--- config.mk ---
export PLATFORM = sky130hd
export DESIGN_NAME = intadd_lane_pipe_flat
export DESIGN_NICKNAME = d
export VERILOG_FILES = /design/src/rtl/intadd_lane_pipe_if.sv /design/src/rtl/intadd_lane_pipe.sv /design/src/flat_wrapper.sv
export SDC_FILE = /design/constraint.sdc
export NUM_CORES = 2
export LEC_CHECK = 0
export BUFFER_PORTS_ARGS = -buffer_cell sky130_fd_sc_hd__buf_2
export CAP_MARGIN = 40
export CELL_PAD_IN_SITES_DETAIL_PLACEMENT = 0
export CELL_PAD_IN_SITES_GLOBAL_PLACEMENT = 1
export CORE_MARGIN = 3
export CORE_UTILIZATION = 50
export CTS_BUF_LIST = sky130_fd_sc_hd__clkbuf_2
export DETAILED_ROUTE_END_ITERATION = 16
export PLACE_DENSITY_LB_ADDON = 0.1
export SLEW_MARGIN = 20
export SYNTH_ARGS = -nofsm -noshare
export SYNTH_HDL_FRONTEND = slang
export SYNTH_SLANG_ARGS = --single-unit
--- constraint.sdc ---
create_clock -name clk -period 9.3 [get_ports clk]
set_input_delay 0.93 -clock clk [delete_from_list [all_inputs] [get_ports clk]]
set_output_delay 0.93 -clock clk [all_outputs]
set_load 0.01 [all_outputs]
--- src/rtl/intadd_lane_pipe_if.sv ---
// intadd_lane_pipe_if: beat handshake and lane vectors for intadd_lane_pipe.
// master drives beats and out_ready; slave is the adder pipe.
interface intadd_lane_pipe_if #(
   parameter int DATA_W = 128,
   parameter int LANE_W = 4
);
   logic                       in_valid;
   logic                       in_ready;
   logic [DATA_W-1:0]          src0;
   logic [DATA_W-1:0]          src1;
   logic [DATA_W-1:0]          src2;
   logic                       sign_s0;
   logic                       sign_s2;
   logic                       i_sign_d;
   logic                       acc_en;
   logic                       in_last;
   logic                       out_valid;
   logic                       out_ready;
   logic [DATA_W-1:0]          dst0;
   logic [DATA_W-1:0]          dst1;
   logic [DATA_W/LANE_W-1:0]   sat_flag;

   modport master (
      output in_valid, src0, src1, src2,
      output sign_s0, sign_s2, i_sign_d,
      output acc_en, in_last, out_ready,
      input  in_ready, out_valid,
      input  dst0, dst1, sat_flag
   );

   modport slave (
      input  in_valid, src0, src1, src2,
      input  sign_s0, sign_s2, i_sign_d,
      input  acc_en, in_last, out_ready,
      output in_ready, out_valid,
      output dst0, dst1, sat_flag
   );
endinterface

--- src/rtl/intadd_lane_pipe.sv ---
// intadd_lane_pipe: two-stage lane-wise A + {B_hi,B_lo} adder with accumulate.
// Define INTADD_SAT_EN to clamp results instead of wrapping.
module intadd_lane_pipe #(
   parameter int DATA_W = 128,
   parameter int LANE_W = 4
) (
   input logic               clk,
   input logic               rst_n,
   intadd_lane_pipe_if.slave bus
);
   localparam int N  = DATA_W / LANE_W;
   localparam int RW = 2 * LANE_W;
`ifdef INTADD_SAT_EN
   localparam int SW = RW + 2;
   localparam logic signed [SW-1:0] SMAX = SW'({(RW-1){1'b1}});
   localparam logic signed [SW-1:0] SMIN = ~SMAX;
   localparam logic signed [SW-1:0] UMAX = SW'({RW{1'b1}});
`else
   // Wrap mode only needs the low result bits.
   localparam int SW = RW;
`endif

   logic            adv;
   logic            emit;
   logic            s1_valid;
   logic            s1_sign_d;
   logic            s1_acc;
   logic            s1_last;
   logic [SW-1:0]   in_a [N];
   logic [SW-1:0]   in_b [N];
   logic [SW-1:0]   s1_a [N];
   logic [SW-1:0]   s1_b [N];
   logic [RW-1:0]   acc  [N];
   logic [SW-1:0]   sum  [N];
   logic [RW-1:0]   res  [N];
   logic [N-1:0]    sat;
   logic [DATA_W-1:0] res_lo;
   logic [DATA_W-1:0] res_hi;

   assign adv          = !bus.out_valid || bus.out_ready;
   assign bus.in_ready = adv;
   assign emit         = s1_valid && (!s1_acc || s1_last);

   always_comb begin
      for (int k = 0; k < N; k++) begin
         in_a[k] = bus.sign_s0
            ? SW'($signed(bus.src0[k*LANE_W +: LANE_W]))
            : SW'(bus.src0[k*LANE_W +: LANE_W]);
         in_b[k] = bus.sign_s2
            ? SW'($signed({bus.src2[k*LANE_W +: LANE_W],
                           bus.src1[k*LANE_W +: LANE_W]}))
            : SW'({bus.src2[k*LANE_W +: LANE_W],
                   bus.src1[k*LANE_W +: LANE_W]});
      end
   end

   always_comb begin
      logic [SW-1:0] acc_x;
      acc_x  = '0;
      res_lo = '0;
      res_hi = '0;
      sat    = '0;
      for (int k = 0; k < N; k++) begin
         if (!s1_acc)
            acc_x = '0;
         else if (s1_sign_d)
            acc_x = SW'($signed(acc[k]));
         else
            acc_x = SW'(acc[k]);
         sum[k] = acc_x + s1_a[k] + s1_b[k];
         res[k] = sum[k][RW-1:0];
`ifdef INTADD_SAT_EN
         if (s1_sign_d) begin
            if ($signed(sum[k]) > SMAX) begin
               res[k] = {1'b0, {(RW-1){1'b1}}};
               sat[k] = 1'b1;
            end else if ($signed(sum[k]) < SMIN) begin
               res[k] = {1'b1, {(RW-1){1'b0}}};
               sat[k] = 1'b1;
            end
         end else begin
            if (sum[k][SW-1]) begin
               res[k] = '0;
               sat[k] = 1'b1;
            end else if ($signed(sum[k]) > UMAX) begin
               res[k] = '1;
               sat[k] = 1'b1;
            end
         end
`endif
         res_lo[k*LANE_W +: LANE_W] = res[k][LANE_W-1:0];
         res_hi[k*LANE_W +: LANE_W] = res[k][RW-1:LANE_W];
      end
   end

   always_ff @(posedge clk or negedge rst_n) begin
      if (!rst_n) begin
         s1_valid      <= 1'b0;
         s1_sign_d     <= 1'b0;
         s1_acc        <= 1'b0;
         s1_last       <= 1'b0;
         bus.out_valid <= 1'b0;
         bus.dst0      <= '0;
         bus.dst1      <= '0;
         bus.sat_flag  <= '0;
         for (int k = 0; k < N; k++) begin
            s1_a[k] <= '0;
            s1_b[k] <= '0;
            acc[k]  <= '0;
         end
      end else if (adv) begin
         s1_valid  <= bus.in_valid;
         s1_sign_d <= bus.i_sign_d;
         s1_acc    <= bus.acc_en;
         s1_last   <= bus.in_last;
         for (int k = 0; k < N; k++) begin
            s1_a[k] <= in_a[k];
            s1_b[k] <= in_b[k];
         end
         // Non-last accumulate beats only update the partial sums.
         if (s1_valid && s1_acc) begin
            for (int k = 0; k < N; k++)
               acc[k] <= s1_last ? '0 : res[k];
         end
         bus.out_valid <= emit;
         if (emit) begin
            bus.dst0     <= res_lo;
            bus.dst1     <= res_hi;
            bus.sat_flag <= sat;
         end
      end
   end
endmodule

--- src/flat_wrapper.sv ---
// flat-port wrapper written by rule: the top's interface ports become plain ports
module intadd_lane_pipe_flat 
#(
   parameter int DATA_W = 128,
   parameter int LANE_W = 4
)
  (clk, rst_n, bus_in_valid, bus_src0, bus_src1, bus_src2, bus_sign_s0, bus_sign_s2, bus_i_sign_d, bus_acc_en, bus_in_last, bus_out_ready, bus_in_ready, bus_out_valid, bus_dst0, bus_dst1, bus_sat_flag);
  intadd_lane_pipe_if #(.DATA_W(DATA_W), .LANE_W(LANE_W)) bus_i ();
  input logic clk;
  input logic rst_n;
  input wire logic [$bits(bus_i.in_valid)-1:0] bus_in_valid;
  input wire logic [$bits(bus_i.src0)-1:0] bus_src0;
  input wire logic [$bits(bus_i.src1)-1:0] bus_src1;
  input wire logic [$bits(bus_i.src2)-1:0] bus_src2;
  input wire logic [$bits(bus_i.sign_s0)-1:0] bus_sign_s0;
  input wire logic [$bits(bus_i.sign_s2)-1:0] bus_sign_s2;
  input wire logic [$bits(bus_i.i_sign_d)-1:0] bus_i_sign_d;
  input wire logic [$bits(bus_i.acc_en)-1:0] bus_acc_en;
  input wire logic [$bits(bus_i.in_last)-1:0] bus_in_last;
  input wire logic [$bits(bus_i.out_ready)-1:0] bus_out_ready;
  output wire logic [$bits(bus_i.in_ready)-1:0] bus_in_ready;
  output wire logic [$bits(bus_i.out_valid)-1:0] bus_out_valid;
  output wire logic [$bits(bus_i.dst0)-1:0] bus_dst0;
  output wire logic [$bits(bus_i.dst1)-1:0] bus_dst1;
  output wire logic [$bits(bus_i.sat_flag)-1:0] bus_sat_flag;
  assign bus_i.in_valid = bus_in_valid;
  assign bus_i.src0 = bus_src0;
  assign bus_i.src1 = bus_src1;
  assign bus_i.src2 = bus_src2;
  assign bus_i.sign_s0 = bus_sign_s0;
  assign bus_i.sign_s2 = bus_sign_s2;
  assign bus_i.i_sign_d = bus_i_sign_d;
  assign bus_i.acc_en = bus_acc_en;
  assign bus_i.in_last = bus_in_last;
  assign bus_i.out_ready = bus_out_ready;
  assign bus_in_ready = bus_i.in_ready;
  assign bus_out_valid = bus_i.out_valid;
  assign bus_dst0 = bus_i.dst0;
  assign bus_dst1 = bus_i.dst1;
  assign bus_sat_flag = bus_i.sat_flag;
  intadd_lane_pipe #(.DATA_W(DATA_W), .LANE_W(LANE_W)) u_core (.clk(clk), .rst_n(rst_n), .bus(bus_i));
endmodule
==> qor.yml <==
status: "complete, no violations"
clk_pin_slew_ns: 0.10
critPathBufInv: 2
drt_iter0_drc: 2175
relSlewSlack_pct: 32.2
crit_family: "adder cells"
rrSetupSlack_ns: 4.93
crit_slowest_cell: "dfrtp_4"
power.density_nw_per_um2: 280
cts_buffers: 277
gp_congestion: 0.856
fin_util_pct: 62.6
muxShareOfSynthArea_pct: 1.11
ys_types: 52
drive_gt1_share_pct: 19.2
design_area_um2: 61800
hold_viol: 0
worst-path-max-fanout: 107
pre_cts_slack_ns: 5.01
timing.hold.ws_ns: 0.175
ys_warn_count: 0
min_period_ns: 4.37
fin_cells: 7770
insertion_delay_ns: 1.52
htree_num_levels: 5
setup_ws_ns: 4.93
fp.dieH_um: 322
row_count: 115
viasPerCell: 5.13
routed_wl_um: 145000
die_x_um: 322
leakage_nw: 32.1
timing.hold.worst.class: "in2reg"
dpl.cell_count: 6780
first_pass_iters: 5
syn_area_um2: 49900
wl_per_cell_um: 18.7
slew_violations: 0
grt_pass1_vias: 41400
period_share_pct: 47.0
dieArea_um2: 104000
seq_area_frac_synth_pct: 46.8
start_util_pct: 50.5
synthTopCellsByArea: "dfrtp_1, nand2_1, fa_1"
rsz0062_at_grt: "false"
syn_area_per_cell_um2: 9.89
postRouteAntennaNets: 0
syn_inst: 5043
grt_usage_pct: 28.3
nFillCells: 8519
cts.sinks: 932
yosys.area.top_type: "dfrtp_1"
drv_cap: 0
antenna_found_initial: 18
setup_viol_count_final: 0
clock_path_buffers: 4
vias: 39900
path_cells: "buf_12, nand2_1, fa_1, inv_1, ha_1, fa_1, a21o_1, a2111oi_1, xnor3_1, mux2_4"
hpwl_um: 94300
core_um2: 98700
setup-tns-final_ns: 0
synth_compound_gate_area_share_pct: 8.98
nets: 7140
cp-end-kind: "flop"
cts_resized: 0
io_pins: 683
io_buffers: 648
critPathMaxStageDelay_ns: 0.88
grt_start_max_net_pins: 191
grt_pass1_wl_um: 228000
tritoncts: "yes"
worst_slew_pin_slew_ns: 1.02
synthSimpleGateAreaFrac_pct: 19.4
drcViolationCount: 0
clock.fmax_mhz: 229
synth_top_area_share_pct: 46.8
cp.required_ns: 10.60
area_delta_synth_final_pct: 23.9
synth_top_family_by_area: "simple AND/OR/NAND/NOR gates"
worstPathArrival_ns: 5.66
placed_area_um2: 54200
synthAdderAreaFrac_pct: 15.1
p_total_mw: 17.3
path_common_cell: "fa_1"
finClkSkew_ns: 0.116
grt_overflow_total: 0
ys_seq_elements: 932
startpoint_type: "flop"
root_buffer: "clkbuf_2"
irDropWorstVdd_v: 0.000149
crit_type: "reg2reg"
synthXorXnorAreaFrac_pct: 4.67
## registers in the layout, indices dropped and copies added, names as in the netlist
name                  count
u_core.acc              256
u_core.s1_b             256
u_core.s1_a             160
u_core.bus.dst0         128
u_core.bus.dst1         128
u_core.bus.out_valid      1
u_core.s1_acc             1
u_core.s1_last            1
u_core.s1_valid           1
## layer usage
metal	global-route usage (%)	wire length (um)	vias up
li1	-	-	18900
met1	37.1	62700	19600
met2	45.9	68300	1055
met3	5.82	8270	321
met4	12.5	5680	6
met5	0	41	-
## kinds of logic (layout without fill, tap and decap cells)
logic type,Yosys count,in the layout
buffers and inverters,435,1822
multiplexers,49,49
flip-flops,932,932
XOR/XNOR,190,190
other,1,54
AND/OR/NAND/NOR,2271,2271
AO/OA/AOI/OAI,717,717
adder cells (fa/ha/maj),448,448
## layout make-up
type | instances | area (um^2) | area share [%]
antenna | 22 | 55.1 | 0.0891
clock buffer | 381 | 1910 | 3.09
clock inverter | 60 | 280 | 0.454
inverter | 161 | 621 | 1.00
multi-input combinational | 3707 | 24700 | 40.1
sequential | 932 | 23300 | 37.8
tap | 1287 | 1610 | 2.61
timing repair buffer | 1220 | 9230 | 14.9
## synth_stat cells (all sizes together)
cell type,n
a2111oi,9
a211oi,32
a21o,51
a21oi,85
a22o,58
a31o,10
a32o,10
and2,213
and3,40
buf,127
clkbuf,147
conb,1
dfrtp,932
fa,256
ha,192
inv,161
mux2,49
nand2,1741
nand2b,89
nand3,90
nor2,60
nor2b,3
nor3,2
nor4,1
o2111a,1
o2111ai,22
o21a,2
o21ai,358
o21bai,22
o31a,1
o31ai,56
or2,32
xnor2,139
xnor3,32
xor2,19
## worst paths after layout
path | from | endpoint | cells past startpoint
worst max-delay path | u_core.s1_acc | u_core.bus.dst1[111] | 10
worst min-delay path | bus_src2[43] | u_core.s1_b[175] | 4
worst max register to register | u_core.s1_acc | u_core.bus.dst1[111] | 10
worst min register to register | u_core.acc[166] | u_core.acc[166] | 2
max in group asynchronous | rst_n | u_core.acc[45] | 5
min in group asynchronous | rst_n | u_core.bus.dst0[80] | 3
## worst register-to-register path, stage by stage (launching register included)
cell and delay (ns):
dfrtp_4 0.88, buf_12 0.54, nand2_1 0.20, fa_1 0.51, inv_1 0.04, ha_1 0.23
fa_1 0.48, a21o_1 0.19, a2111oi_1 0.52, xnor3_1 0.32, mux2_4 0.27
## where the power goes
| group | internal, mW | leakage (nW) | total [mW] | switching (mW) |
|---|---|---|---|---|
| clock network | 1.14 | 1.72 | 2.91 | 1.77 |
| logic | 3.60 | 18.9 | 8.14 | 4.54 |
| registers | 5.38 | 11.5 | 6.25 | 0.872 |
| total | 10.1 | 32.1 | 17.3 | 7.18 |
## cell usage in the layout (no fill, tap or decap), types with 30 or more instances in the layout
cell type and count:
nand2_1 1711, dfrtp_1 930, buf_2 647, dlygate4sd3_1 525, clkbuf_2 381, o21ai_0 261, fa_1 256, and2_1 209
ha_1 192, inv_1 159, xnor2_1 109, o21ai_1 97, nand2b_1 89, nand3_1 87, a21oi_1 85, nor2_1 59
a22o_1 58, o31ai_1 56, clkinv_1 52, a21o_1 51, and3_1 40, a211oi_1 32, or2_2 32, xnor3_1 32
conb_1 32, mux2_2 31, nand2_2 30, xnor2_2 30
## what timing repair did
action	CTS	global route
endpoints found under the setup margin	0	0
endpoints found under the hold margin	530	0
hold buffers	526	0
buffers inserted	0	0
Note: power is estimated with default switching activity, not from simulation.
